File: src/rtl/divider_arbiter_pkg.sv
// div_arb_pkg: shared types and constants for the divider arbiter slice.
//   state_t               - sequencer states
//   DEFAULT_NUM_REQ/WIDTH - default requester count and operand width
//   DIV_BY_ZERO_QUOTIENT  - quotient returned for a zero divisor (all ones, sliced to WIDTH <= 64)
package div_arb_pkg;

    localparam int DEFAULT_NUM_REQ = 4;
    localparam int DEFAULT_WIDTH   = 32;

    localparam logic [63:0] DIV_BY_ZERO_QUOTIENT = '1;

    typedef enum logic [2:0] {
        IDLE,
        ISSUE,
        WAIT,
        ZERO,
        RESP
    } state_t;

endpackage

File: src/rtl/divider_arbiter_if.sv
// divider_arbiter_if: requester-side bus of the divider arbiter.
//   req_valid/req_ready       - per-requester handshake
//   req_dividend/req_divisor  - per-requester operands
//   resp_valid                - one-hot single-cycle result strobe
//   resp_quotient/remainder   - shared result bus
//   master: requesters, slave: arbiter
interface divider_arbiter_if
    import div_arb_pkg::*;
#(
    parameter int NUM_REQ = DEFAULT_NUM_REQ,
    parameter int WIDTH   = DEFAULT_WIDTH
);

    logic [NUM_REQ-1:0]            req_valid;
    logic [NUM_REQ-1:0]            req_ready;
    logic [NUM_REQ-1:0][WIDTH-1:0] req_dividend;
    logic [NUM_REQ-1:0][WIDTH-1:0] req_divisor;
    logic [NUM_REQ-1:0]            resp_valid;
    logic [WIDTH-1:0]              resp_quotient;
    logic [WIDTH-1:0]              resp_remainder;

    modport master (
        output req_valid, req_dividend, req_divisor,
        input  req_ready, resp_valid, resp_quotient, resp_remainder
    );

    modport slave (
        input  req_valid, req_dividend, req_divisor,
        output req_ready, resp_valid, resp_quotient, resp_remainder
    );

endinterface

File: src/rtl/divider_arbiter_rr_arbiter.sv
// rr_arbiter: combinational round-robin picker.
//   req       - request vector
//   ptr       - highest-priority index this round
//   grant     - one-hot winner (zero if no request)
//   grant_idx - index of the winner
//   grant_any - any request present
module rr_arbiter
    import div_arb_pkg::*;
#(
    parameter int NUM_REQ = DEFAULT_NUM_REQ,
    localparam int IDXW   = $clog2(NUM_REQ)
) (
    input  logic [NUM_REQ-1:0] req,
    input  logic [IDXW-1:0]    ptr,
    output logic [NUM_REQ-1:0] grant,
    output logic [IDXW-1:0]    grant_idx,
    output logic               grant_any
);

    // (base + off) mod NUM_REQ; base and off are both below NUM_REQ so one subtraction suffices
    function automatic logic [IDXW-1:0] wrap_add(input logic [IDXW-1:0] base, input int off);
        logic [IDXW:0] sum;
        sum = {1'b0, base} + (IDXW+1)'(off);
        return (sum >= (IDXW+1)'(NUM_REQ)) ? sum[IDXW-1:0] - IDXW'(NUM_REQ) : sum[IDXW-1:0];
    endfunction

    // scan from the farthest offset down so the nearest requester at or after ptr wins
    always_comb begin
        grant_idx = '0;
        for (int k = NUM_REQ - 1; k >= 0; k--)
            if (req[wrap_add(ptr, k)])
                grant_idx = wrap_add(ptr, k);
        grant_any = |req;
        grant     = grant_any ? NUM_REQ'(1) << grant_idx : '0;
    end

endmodule

File: src/rtl/divider_arbiter.sv
// divider_arbiter: shares one iterative divider among NUM_REQ requesters, one division in flight.
//   clk, rst          - clock, asynchronous active-high reset (shared with the divider)
//   bus (slave)       - requester handshake, operands and shared result bus
//   div_dividend/div_divisor/div_in_valid - operands and start strobe to the divider
//   div_quotient/div_remainder/div_out_valid/div_busy - result and status from the divider
module divider_arbiter
    import div_arb_pkg::*;
#(
    parameter int NUM_REQ = DEFAULT_NUM_REQ,
    parameter int WIDTH   = DEFAULT_WIDTH
) (
    input  logic             clk,
    input  logic             rst,
    divider_arbiter_if.slave bus,
    output logic [WIDTH-1:0] div_dividend,
    output logic [WIDTH-1:0] div_divisor,
    output logic             div_in_valid,
    input  logic [WIDTH-1:0] div_quotient,
    input  logic [WIDTH-1:0] div_remainder,
    input  logic             div_out_valid,
    input  logic             div_busy
);

    localparam int IDXW = $clog2(NUM_REQ);

    state_t             state_q, state_d;
    logic [IDXW-1:0]    rr_ptr_q, rr_ptr_d;
    logic [IDXW-1:0]    owner_q, owner_d;
    logic [WIDTH-1:0]   dividend_q, dividend_d;
    logic [WIDTH-1:0]   divisor_q, divisor_d;
    logic [WIDTH-1:0]   quotient_q, quotient_d;
    logic [WIDTH-1:0]   remainder_q, remainder_d;
    logic [NUM_REQ-1:0] grant;
    logic [IDXW-1:0]    grant_idx;
    logic               grant_any;

    rr_arbiter #(.NUM_REQ(NUM_REQ)) u_rr (
        .req      (bus.req_valid),
        .ptr      (rr_ptr_q),
        .grant    (grant),
        .grant_idx(grant_idx),
        .grant_any(grant_any)
    );

    always_comb begin
        state_d     = state_q;
        rr_ptr_d    = rr_ptr_q;
        owner_d     = owner_q;
        dividend_d  = dividend_q;
        divisor_d   = divisor_q;
        quotient_d  = quotient_q;
        remainder_d = remainder_q;
        case (state_q)
            IDLE: if (grant_any) begin
                owner_d    = grant_idx;
                dividend_d = bus.req_dividend[grant_idx];
                divisor_d  = bus.req_divisor[grant_idx];
                rr_ptr_d   = (grant_idx == IDXW'(NUM_REQ - 1)) ? '0 : grant_idx + IDXW'(1);
                state_d    = (bus.req_divisor[grant_idx] == '0) ? ZERO : ISSUE;
            end
            ISSUE: state_d = div_busy ? ISSUE : WAIT;
            WAIT: if (div_out_valid) begin
                quotient_d  = div_quotient;
                remainder_d = div_remainder;
                state_d     = RESP;
            end
            // zero divisor is answered locally; the divider is never started
            ZERO: begin
                quotient_d  = DIV_BY_ZERO_QUOTIENT[WIDTH-1:0];
                remainder_d = dividend_q;
                state_d     = RESP;
            end
            default: state_d = IDLE;
        endcase
    end

    always_ff @(posedge clk or posedge rst) begin
        if (rst) begin
            state_q     <= IDLE;
            rr_ptr_q    <= '0;
            owner_q     <= '0;
            dividend_q  <= '0;
            divisor_q   <= '0;
            quotient_q  <= '0;
            remainder_q <= '0;
        end else begin
            state_q     <= state_d;
            rr_ptr_q    <= rr_ptr_d;
            owner_q     <= owner_d;
            dividend_q  <= dividend_d;
            divisor_q   <= divisor_d;
            quotient_q  <= quotient_d;
            remainder_q <= remainder_d;
        end
    end

    // ready is gated by rst so every output reads zero while reset is held
    assign bus.req_ready      = (state_q == IDLE && !rst) ? grant : '0;
    assign bus.resp_valid     = (state_q == RESP) ? NUM_REQ'(1) << owner_q : '0;
    assign bus.resp_quotient  = quotient_q;
    assign bus.resp_remainder = remainder_q;
    assign div_dividend       = dividend_q;
    assign div_divisor        = divisor_q;
    assign div_in_valid       = state_q == ISSUE && !div_busy;

endmodule

File: src/flat_wrapper.sv
// flat-port wrapper written by rule: the top's interface ports become plain ports
module divider_arbiter_flat import div_arb_pkg::*;
#(
    parameter int NUM_REQ = DEFAULT_NUM_REQ,
    parameter int WIDTH   = DEFAULT_WIDTH
)
  (clk, rst, div_dividend, div_divisor, div_in_valid, div_quotient, div_remainder, div_out_valid, div_busy, bus_req_valid, bus_req_dividend, bus_req_divisor, bus_req_ready, bus_resp_valid, bus_resp_quotient, bus_resp_remainder);
  divider_arbiter_if #(.NUM_REQ(NUM_REQ), .WIDTH(WIDTH)) bus_i ();
  input  logic clk;
  input  logic rst;
  output logic [WIDTH-1:0] div_dividend;
  output logic [WIDTH-1:0] div_divisor;
  output logic div_in_valid;
  input  logic [WIDTH-1:0] div_quotient;
  input  logic [WIDTH-1:0] div_remainder;
  input  logic div_out_valid;
  input  logic div_busy;
  input wire logic [$bits(bus_i.req_valid)-1:0] bus_req_valid;
  input wire logic [$bits(bus_i.req_dividend)-1:0] bus_req_dividend;
  input wire logic [$bits(bus_i.req_divisor)-1:0] bus_req_divisor;
  output wire logic [$bits(bus_i.req_ready)-1:0] bus_req_ready;
  output wire logic [$bits(bus_i.resp_valid)-1:0] bus_resp_valid;
  output wire logic [$bits(bus_i.resp_quotient)-1:0] bus_resp_quotient;
  output wire logic [$bits(bus_i.resp_remainder)-1:0] bus_resp_remainder;
  assign bus_i.req_valid = bus_req_valid;
  assign bus_i.req_dividend = bus_req_dividend;
  assign bus_i.req_divisor = bus_req_divisor;
  assign bus_req_ready = bus_i.req_ready;
  assign bus_resp_valid = bus_i.resp_valid;
  assign bus_resp_quotient = bus_i.resp_quotient;
  assign bus_resp_remainder = bus_i.resp_remainder;
  divider_arbiter #(.NUM_REQ(NUM_REQ), .WIDTH(WIDTH)) u_core (.clk(clk), .rst(rst), .bus(bus_i), .div_dividend(div_dividend), .div_divisor(div_divisor), .div_in_valid(div_in_valid), .div_quotient(div_quotient), .div_remainder(div_remainder), .div_out_valid(div_out_valid), .div_busy(div_busy));
endmodule
File: config.mk
export PLATFORM = sky130hd
export DESIGN_NAME = divider_arbiter_flat
export DESIGN_NICKNAME = d
export VERILOG_FILES = /design/src/rtl/divider_arbiter_pkg.sv /design/src/rtl/divider_arbiter_if.sv /design/src/rtl/divider_arbiter_rr_arbiter.sv /design/src/rtl/divider_arbiter.sv /design/src/flat_wrapper.sv
export SDC_FILE = /design/constraint.sdc
export NUM_CORES = 1
export LEC_CHECK = 0
export ABC_AREA = 1
export BUFFER_PORTS_ARGS = -buffer_cell sky130_fd_sc_hd__clkbuf_2
export CAP_MARGIN = 30
export CORE_AREA = 5 5 178 180
export CTS_CLUSTER_DIAMETER = 80
export CTS_CLUSTER_SIZE = 8
export DETAILED_ROUTE_END_ITERATION = 10
export DIE_AREA = 0 0 183 185
export GPL_TIMING_DRIVEN = 0
export PLACE_DENSITY = 0.53
export SLEW_MARGIN = 20
export SYNTH_ARGS = -nofsm -noshare
export SYNTH_HDL_FRONTEND = slang
export SYNTH_SLANG_ARGS = --single-unit
File: constraint.sdc
create_clock -name clk -period 12.99 [get_ports clk]
set_input_delay 1.299 -clock clk [delete_from_list [all_inputs] [get_ports clk]]
set_output_delay 1.299 -clock clk [all_outputs]
set_load 0.05 [all_outputs]
==> metrics.csv, run 1 <==
stage,metric,value,unit
routing,DRC Markers,0,
yosys,top cell type's share of synthesized area,43.3,%
yosys,Syn Nets,1422,
placement,Placed Area,10700,sq um
layout,post-route cell area,11300,sq um
global_route,first-pass GRT wire length,60800,microns
cts,CTS sink cnt,135,
yosys,mux cell area share after synthesis,0,%
power_and_ir_drop,Pwr Density,362,nW/um^2
flow_run,number of max-cap violations,0,
die,Core Rows,64,
timing,fin crit share,40.2,%
critical_path,crit path kind,in -> out,
layout,area grow syn2layout,45.1,%
critical_path,"Max FO, Critical Path",11,
yosys,"Seq/Total Area, Yosys",43.3,%
routing,initial drt markers,587,
cts,Worst-path clk slew,0.06,ns
cts,H-tree Lvls,4,
timing,Slew Limit Fails,0,
layout,footprint of the multi-input gates,3850,sq um
run_status,status,"finished, final reports clean",
cts,latest clock arrival within the worst-skew pair,0.43,ns
die,# IOs,465,
global_route,initial antenna violation count,3,
placement,worst slack at placement,7.73,ns
routing,DRT Pass-1 Iters,5,
timing,final hold vios,0,
layout,share of layout cells above drive strength 1,34.3,%
layout,Filler Cell Count,3298,
cts,CTS Buffer Depth,2,
die,Initial Util,26.0,%
die,Die Y-Extent,185,microns
yosys,number of synthesized register bits,135,
timing,total negative slack,0,ns
routing,Antenna Nets Post-Route,0,
cts,CTS buffer count,17,
worst_hold_path,Min-Delay Path Class,reg -> reg,
timing,worst setup margin,7.77,ns
layout,Layout Nets,1907,
timing,RSZ-0062 raised after global routing,false,
global_route,vias in the first global route,9783,
die,core area,30000,sq um
yosys,Compound-Gate Fraction of Synth Area,20.5,%
yosys,largest family of logic cells by synthesized area,simple AND/OR/NAND/NOR gates,
critical_path,crit start category,input port,
power_and_ir_drop,P_leak,0.00580,uW
yosys,syn_area_per_cell,7.16,sq um
placement,dpl hpwl,34800,microns
timing,Setup Skew,0.0131,ns
layout,final design utilization,37.7,%
die,die width,183,microns
cts,cts hold-fix bufs,0,
critical_path,Critical Path RT,11.69,ns
critical_path,WP data arrival,3.92,ns
yosys,post-synth top area cell,dfrtp_1,
placement,gpl congestion,0.931,
power_and_ir_drop,overall power,4100,uW
yosys,Simple-Gate Fraction of Synth Area,28.3,%
routing,total number of vias,9645,
power_and_ir_drop,Max VDD drop,0.179,mV
global_route,largest net degree at the start of global routing,87,
cts,CTS Root Cell,clkbuf_16,
yosys,Ys Warns,0,
cts,# Post-CTS Setup Buffers,0,
yosys,Syn Std Cell Area,7800,sq um
timing,final setup fails,0,
cts,TritonCTS clock tree,built,
layout,most frequent cells in the layout,"clkbuf_2 (464), nand2_1 (209), nor2_1 (203)",
yosys,Synth Area in XOR/XNOR,0,%
yosys,Synth area leaders,"dfrtp_1 (43%), o21ai_0 (11%), nand2_1 (10%)",
timing,maximum clock rate,192,MHz
timing,min Tclk post-route,5.22,ns
timing,relative slew slack,50.8,%
critical_path,Worst R2R Setup Slack,9.95,ns
global_route,Global Route Usage Sum,23.7,%
yosys,area share of fa/ha/maj cells after synthesis,0.642,%
yosys,Mapped Cells,1090,
yosys,"Distinct cells, synth",30,
routing,drt via density,4.86,
timing,worst-margin pin slew,0.737,ns
routing,routed wire length,42000,microns
placement,Buffers on Ports,464,
layout,"most common cell after layout, fill and taps aside",clkbuf_2,
routing,Routed WL per cell,21.2,microns
cts,cts repair resizes,0,
critical_path,Crit. End Element,output port,
die,Die Footprint,33900,sq um
global_route,grt total ovfl,0,
layout,Reg area,3380,sq um
## routing by layer
| metal | global-route usage [%] | vias to the layer above | routed length, microns |
|---|---|---|---|
| met3 | 6.03 | 56 | 3250 |
| met4 | 6.82 | 6 | 947 |
| met2 | 42.1 | 458 | 21300 |
| met5 | 0 | - | 41 |
| li1 | - | 4611 | - |
| met1 | 28.5 | 4514 | 16500 |
## state kept, by name (all words and copies together), names as in the netlist
name	cells
u_core.bus.resp_quotient	32
u_core.owner_q	2
u_core.rr_ptr_q	2
u_core.div_dividend	32
u_core.div_divisor	32
u_core.state_q	3
u_core.bus.resp_remainder	32
## per-stage QoR
| stage | std cells | hold WS (ns) |
|---|---|---|
| CTS | 1983 | 0.491 |
| floorplan | 1090 | 0.544 |
| global placement | 1950 | 0.469 |
| finish | 1984 | 0.487 |
| detailed placement | 1952 | 0.474 |
| global route | 1983 | 0.519 |
## critical path: stages
cell and delay [ns]:
clkbuf_2 0.09, inv_1 0.09, nand2_1 0.08, nand3_1 0.11, nand3b_1 0.13, a31oi_2 0.48
clkbuf_1 0.51, buf_2 0.43, ha_1 0.20, nand2_1 0.06, nor2_1 0.14, clkbuf_2 0.30
## cell families (layout without fill, tap and decap cells)
kind of cell | count (synthesis) | in the layout
fa+ha+maj | 4 | 4
compound gates | 282 | 282
flops | 135 | 135
buf+inv | 136 | 633
other cells | 0 | 1
simple gates | 533 | 533
## cell type report
cell class / count / share of cell area, %
inverter: 53 / 1.85
tap: 396 / 4.38
clock inverter: 10 / 1.70
sequential: 135 / 29.8
multi-input combinational: 819 / 34.0
buffer: 83 / 3.25
timing repair buffer: 466 / 20.9
antenna: 1 / 0.0221
clock buffer: 21 / 4.07
## worst paths after layout
check                                        from                           end  cells past startpoint
setup / recovery                 bus_req_valid[1]              bus_req_ready[3]                     12
hold / removal             u_core.div_divisor[27]        u_core.div_divisor[27]                      2
setup reg to reg                u_core.state_q[0]        u_core.div_dividend[4]                     10
hold reg to reg            u_core.div_divisor[27]        u_core.div_divisor[27]                      2
max in group asynchronous                     rst       u_core.div_dividend[16]                      3
min in group asynchronous                     rst  u_core.bus.resp_quotient[26]                      2
## cells in the mapped netlist (all sizes together)
cell    number
nor3         5
o21ai      167
buf         28
nand2b       1
or2         11
nand3b       8
ha           4
a21oi       36
o21bai      10
o221ai      12
nor4         2
nor2       205
o211ai      30
inv         53
clkbuf      55
a21boi       1
a31oi       26
nand3       90
nand2      211
dfrtp      135
## power by group
group,total (uW),internal (uW),switching [uW],leakage (uW)
sequential,782,629,153,0.00157
combinational,2760,696,2070,0.00392
clock,551,352,200,0.000314
total,4100,1680,2420,0.00580
(Power assumes the default switching activity.)
==> run 2, diff against run 1 <==
--- a/config.mk
+++ b/config.mk
@@ -8,13 +8,13 @@
 export ABC_AREA = 1
 export BUFFER_PORTS_ARGS = -buffer_cell sky130_fd_sc_hd__clkbuf_2
 export CAP_MARGIN = 30
-export CORE_AREA = 5 5 178 180
+export CORE_AREA = 5 5 175 177
 export CTS_CLUSTER_DIAMETER = 80
 export CTS_CLUSTER_SIZE = 8
 export DETAILED_ROUTE_END_ITERATION = 10
-export DIE_AREA = 0 0 183 185
+export DIE_AREA = 0 0 180 182
 export GPL_TIMING_DRIVEN = 0
-export PLACE_DENSITY = 0.53
+export PLACE_DENSITY = 0.54
 export SLEW_MARGIN = 20
 export SYNTH_ARGS = -nofsm -noshare
 export SYNTH_HDL_FRONTEND = slang
==> constraint.sdc (replaced) <==
create_clock -name clk -period 5.3 [get_ports clk]
set_input_delay 0.53 -clock clk [delete_from_list [all_inputs] [get_ports clk]]
set_output_delay 0.53 -clock clk [all_outputs]
set_load 0.05 [all_outputs]
==> run 2 against run 1 <==
Compared with the run above: critical path depth grew 1; first-iteration DRC count grew 5.6%; clock skew grew 0.014 ns; highest routed layer unchanged; die area shrank 3.2%; clock power grew 140%; global-route usage grew 0.56 points; power grew 140%; design area shrank 0.23%; count of clock-buffer cells in the layout shrank 3; via count is essentially flat.
==> metrics.csv, run 2 (synthesis results as in run 1) <==
stage,metric,value,unit,change
timing,worst-margin pin slew,0.818,ns,+0.0809 ns
timing,final setup fails,0,,unchanged
timing,RSZ-0062 raised after global routing,false,,
layout,"most common cell after layout, fill and taps aside",clkbuf_2,,
cts,CTS Root Cell,clkbuf_16,,
timing,worst hold slack,0.105,ns,-0.382 ns
routing,initial drt markers,620,,+5.6%
global_route,first-pass GRT wire length,60900,microns,+0.11%
global_route,Global Route Usage Sum,24.3,%,+0.56 points
die,die width,180,microns,-1.6%
global_route,largest net degree at the start of global routing,89,,+2.3%
layout,most frequent cells in the layout,"clkbuf_2 (464), nand2_1 (209), nor2_1 (203)",,
cts,TritonCTS clock tree,built,,
timing,maximum clock rate,244,MHz,
layout,Reg area,3380,sq um,unchanged
die,# IOs,465,,unchanged
critical_path,WP data arrival,3.57,ns,-0.35 ns
cts,CTS Buffer Depth,2,,unchanged
placement,Buffers on Ports,464,,unchanged
global_route,initial antenna violation count,4,,+1
layout,Layout Nets,1907,,unchanged
power_and_ir_drop,P_leak,0.00580,uW,-0.11%
critical_path,Crit. End Element,output port,,
timing,fin crit share,77.3,%,
layout,final design utilization,38.8,%,+1.1 points
cts,CTS sink cnt,135,,unchanged
cts,Worst-path clk slew,0.07,ns,about the same
die,core area,29100,sq um,-3.1%
global_route,grt total ovfl,0,,unchanged
timing,relative slew slack,45.5,%,-5.4 points
routing,total number of vias,9654,,+0.093%
cts,cts hold-fix bufs,0,,unchanged
layout,area grow syn2layout,44.8,%,
power_and_ir_drop,Max VDD drop,0.385,mV,+110%
power_and_ir_drop,Pwr Density,888,nW/um^2,+150%
placement,placed cells,1945,,-0.36%
global_route,vias in the first global route,9840,,+0.58%
die,Core Rows,63,,-1.6%
routing,DRT Pass-1 Iters,4,,-1
critical_path,Critical Path RT,4.77,ns,-6.92 ns
routing,drt via density,4.88,,+0.35%
worst_hold_path,Min-Delay Path Class,in -> async,,
timing,total negative slack,0,ns,unchanged
timing,Slew Limit Fails,0,,unchanged
routing,Antenna Nets Post-Route,0,,unchanged
routing,routed wire length,41300,microns,-1.6%
layout,Filler Cell Count,3188,,-3.3%
cts,cts repair resizes,0,,unchanged
layout,share of layout cells above drive strength 1,34.4,%,+0.10 points
cts,# Post-CTS Setup Buffers,0,,unchanged
routing,DRC Markers,0,,unchanged
critical_path,crit path kind,reg -> out,,
power_and_ir_drop,overall power,10000,uW,+140%
timing,final hold vios,0,,unchanged
placement,dpl hpwl,34000,microns,-2.4%
critical_path,crit start category,flip-flop,,
timing,min Tclk post-route,4.10,ns,
run_status,status,"finished, final reports clean",,
timing,Setup Skew,0.0267,ns,+0.0136 ns
critical_path,"Max FO, Critical Path",11,,unchanged
layout,Non-Filler Instances,1979,,-0.25%
flow_run,number of max-cap violations,0,,unchanged
die,Die Y-Extent,182,microns,-1.6%
cts,latest clock arrival within the worst-skew pair,0.43,ns,about the same
cts,CTS buffer count,17,,unchanged
layout,footprint of the multi-input gates,3850,sq um,unchanged
die,Initial Util,26.8,%,+0.84 points
routing,Routed WL per cell,20.9,microns,-1.3%
die,Die Footprint,32800,sq um,-3.2%
cts,H-tree Lvls,4,,unchanged
placement,gpl congestion,0.931,,about the same
[run 2: per-layer routing]
layer | GRT usage, % | vias to the layer above | wire, microns
met4 | 8.20 | 4 | 1130
met2 | 43.0 | 455 | 20900
li1 | - | 4637 | -
met3 | 5.45 | 62 | 2660
met5 | 0 | - | 27
met1 | 29.2 | 4496 | 16600
[run 2: report_power, final]
part | total [uW] | internal, uW | leakage (uW) | switching, uW
registers | 1920 | 1540 | 0.00157 | 374
clock network | 1330 | 803 | 0.000309 | 530
logic | 6770 | 1700 | 0.00391 | 5070
[run 2: final timing paths]
path / startpoint / to / slack (ns) / cells past startpoint
worst max-delay path: u_core.rr_ptr_q[0] / bus_req_ready[1] / 1.20 / 13
worst min-delay path: rst / u_core.state_q[1] / 0.10 / 2
worst max register to register: u_core.state_q[0] / u_core.div_dividend[24] / 2.03 / 10
worst min register to register: u_core.div_divisor[26] / u_core.div_divisor[26] / 0.49 / 2
max in group asynchronous: rst / u_core.div_dividend[9] / 4.40 / 3
min in group clk: div_quotient[12] / u_core.bus.resp_quotient[12] / 0.37 / 3
[run 2: through the flow]
stage	cell area, sq um	worst slack, ns
finish	11300	1.20
global route	11300	1.03
CTS	11300	1.20
detailed placement	10600	1.52
global placement	10600	-1.01
floorplan	7800	0.516
[run 2: critical path, stage by stage, from the launching register on]
cell	delay, ns
dfrtp_1	0.36
buf_4	0.17
o21ai_1	0.23
nand2_1	0.13
nand3_2	0.11
nand3_2	0.20
nand2_2	0.15
buf_6	0.16
buf_2	0.21
clkbuf_1	0.64
ha_1	0.27
nand2_1	0.05
nor2_1	0.12
clkbuf_2	0.32
[run 2: area by class of cell]
cell class / instances / share of cell area, %
plain buffers: 83 / 3.26
repair buffers: 466 / 20.9
inverters: 53 / 1.85
flip-flops and latches: 135 / 29.9
well taps: 390 / 4.32
clock buffers: 18 / 3.80
diodes: 1 / 0.0222
multi-input cells: 819 / 34.1
clock inverters: 14 / 1.85
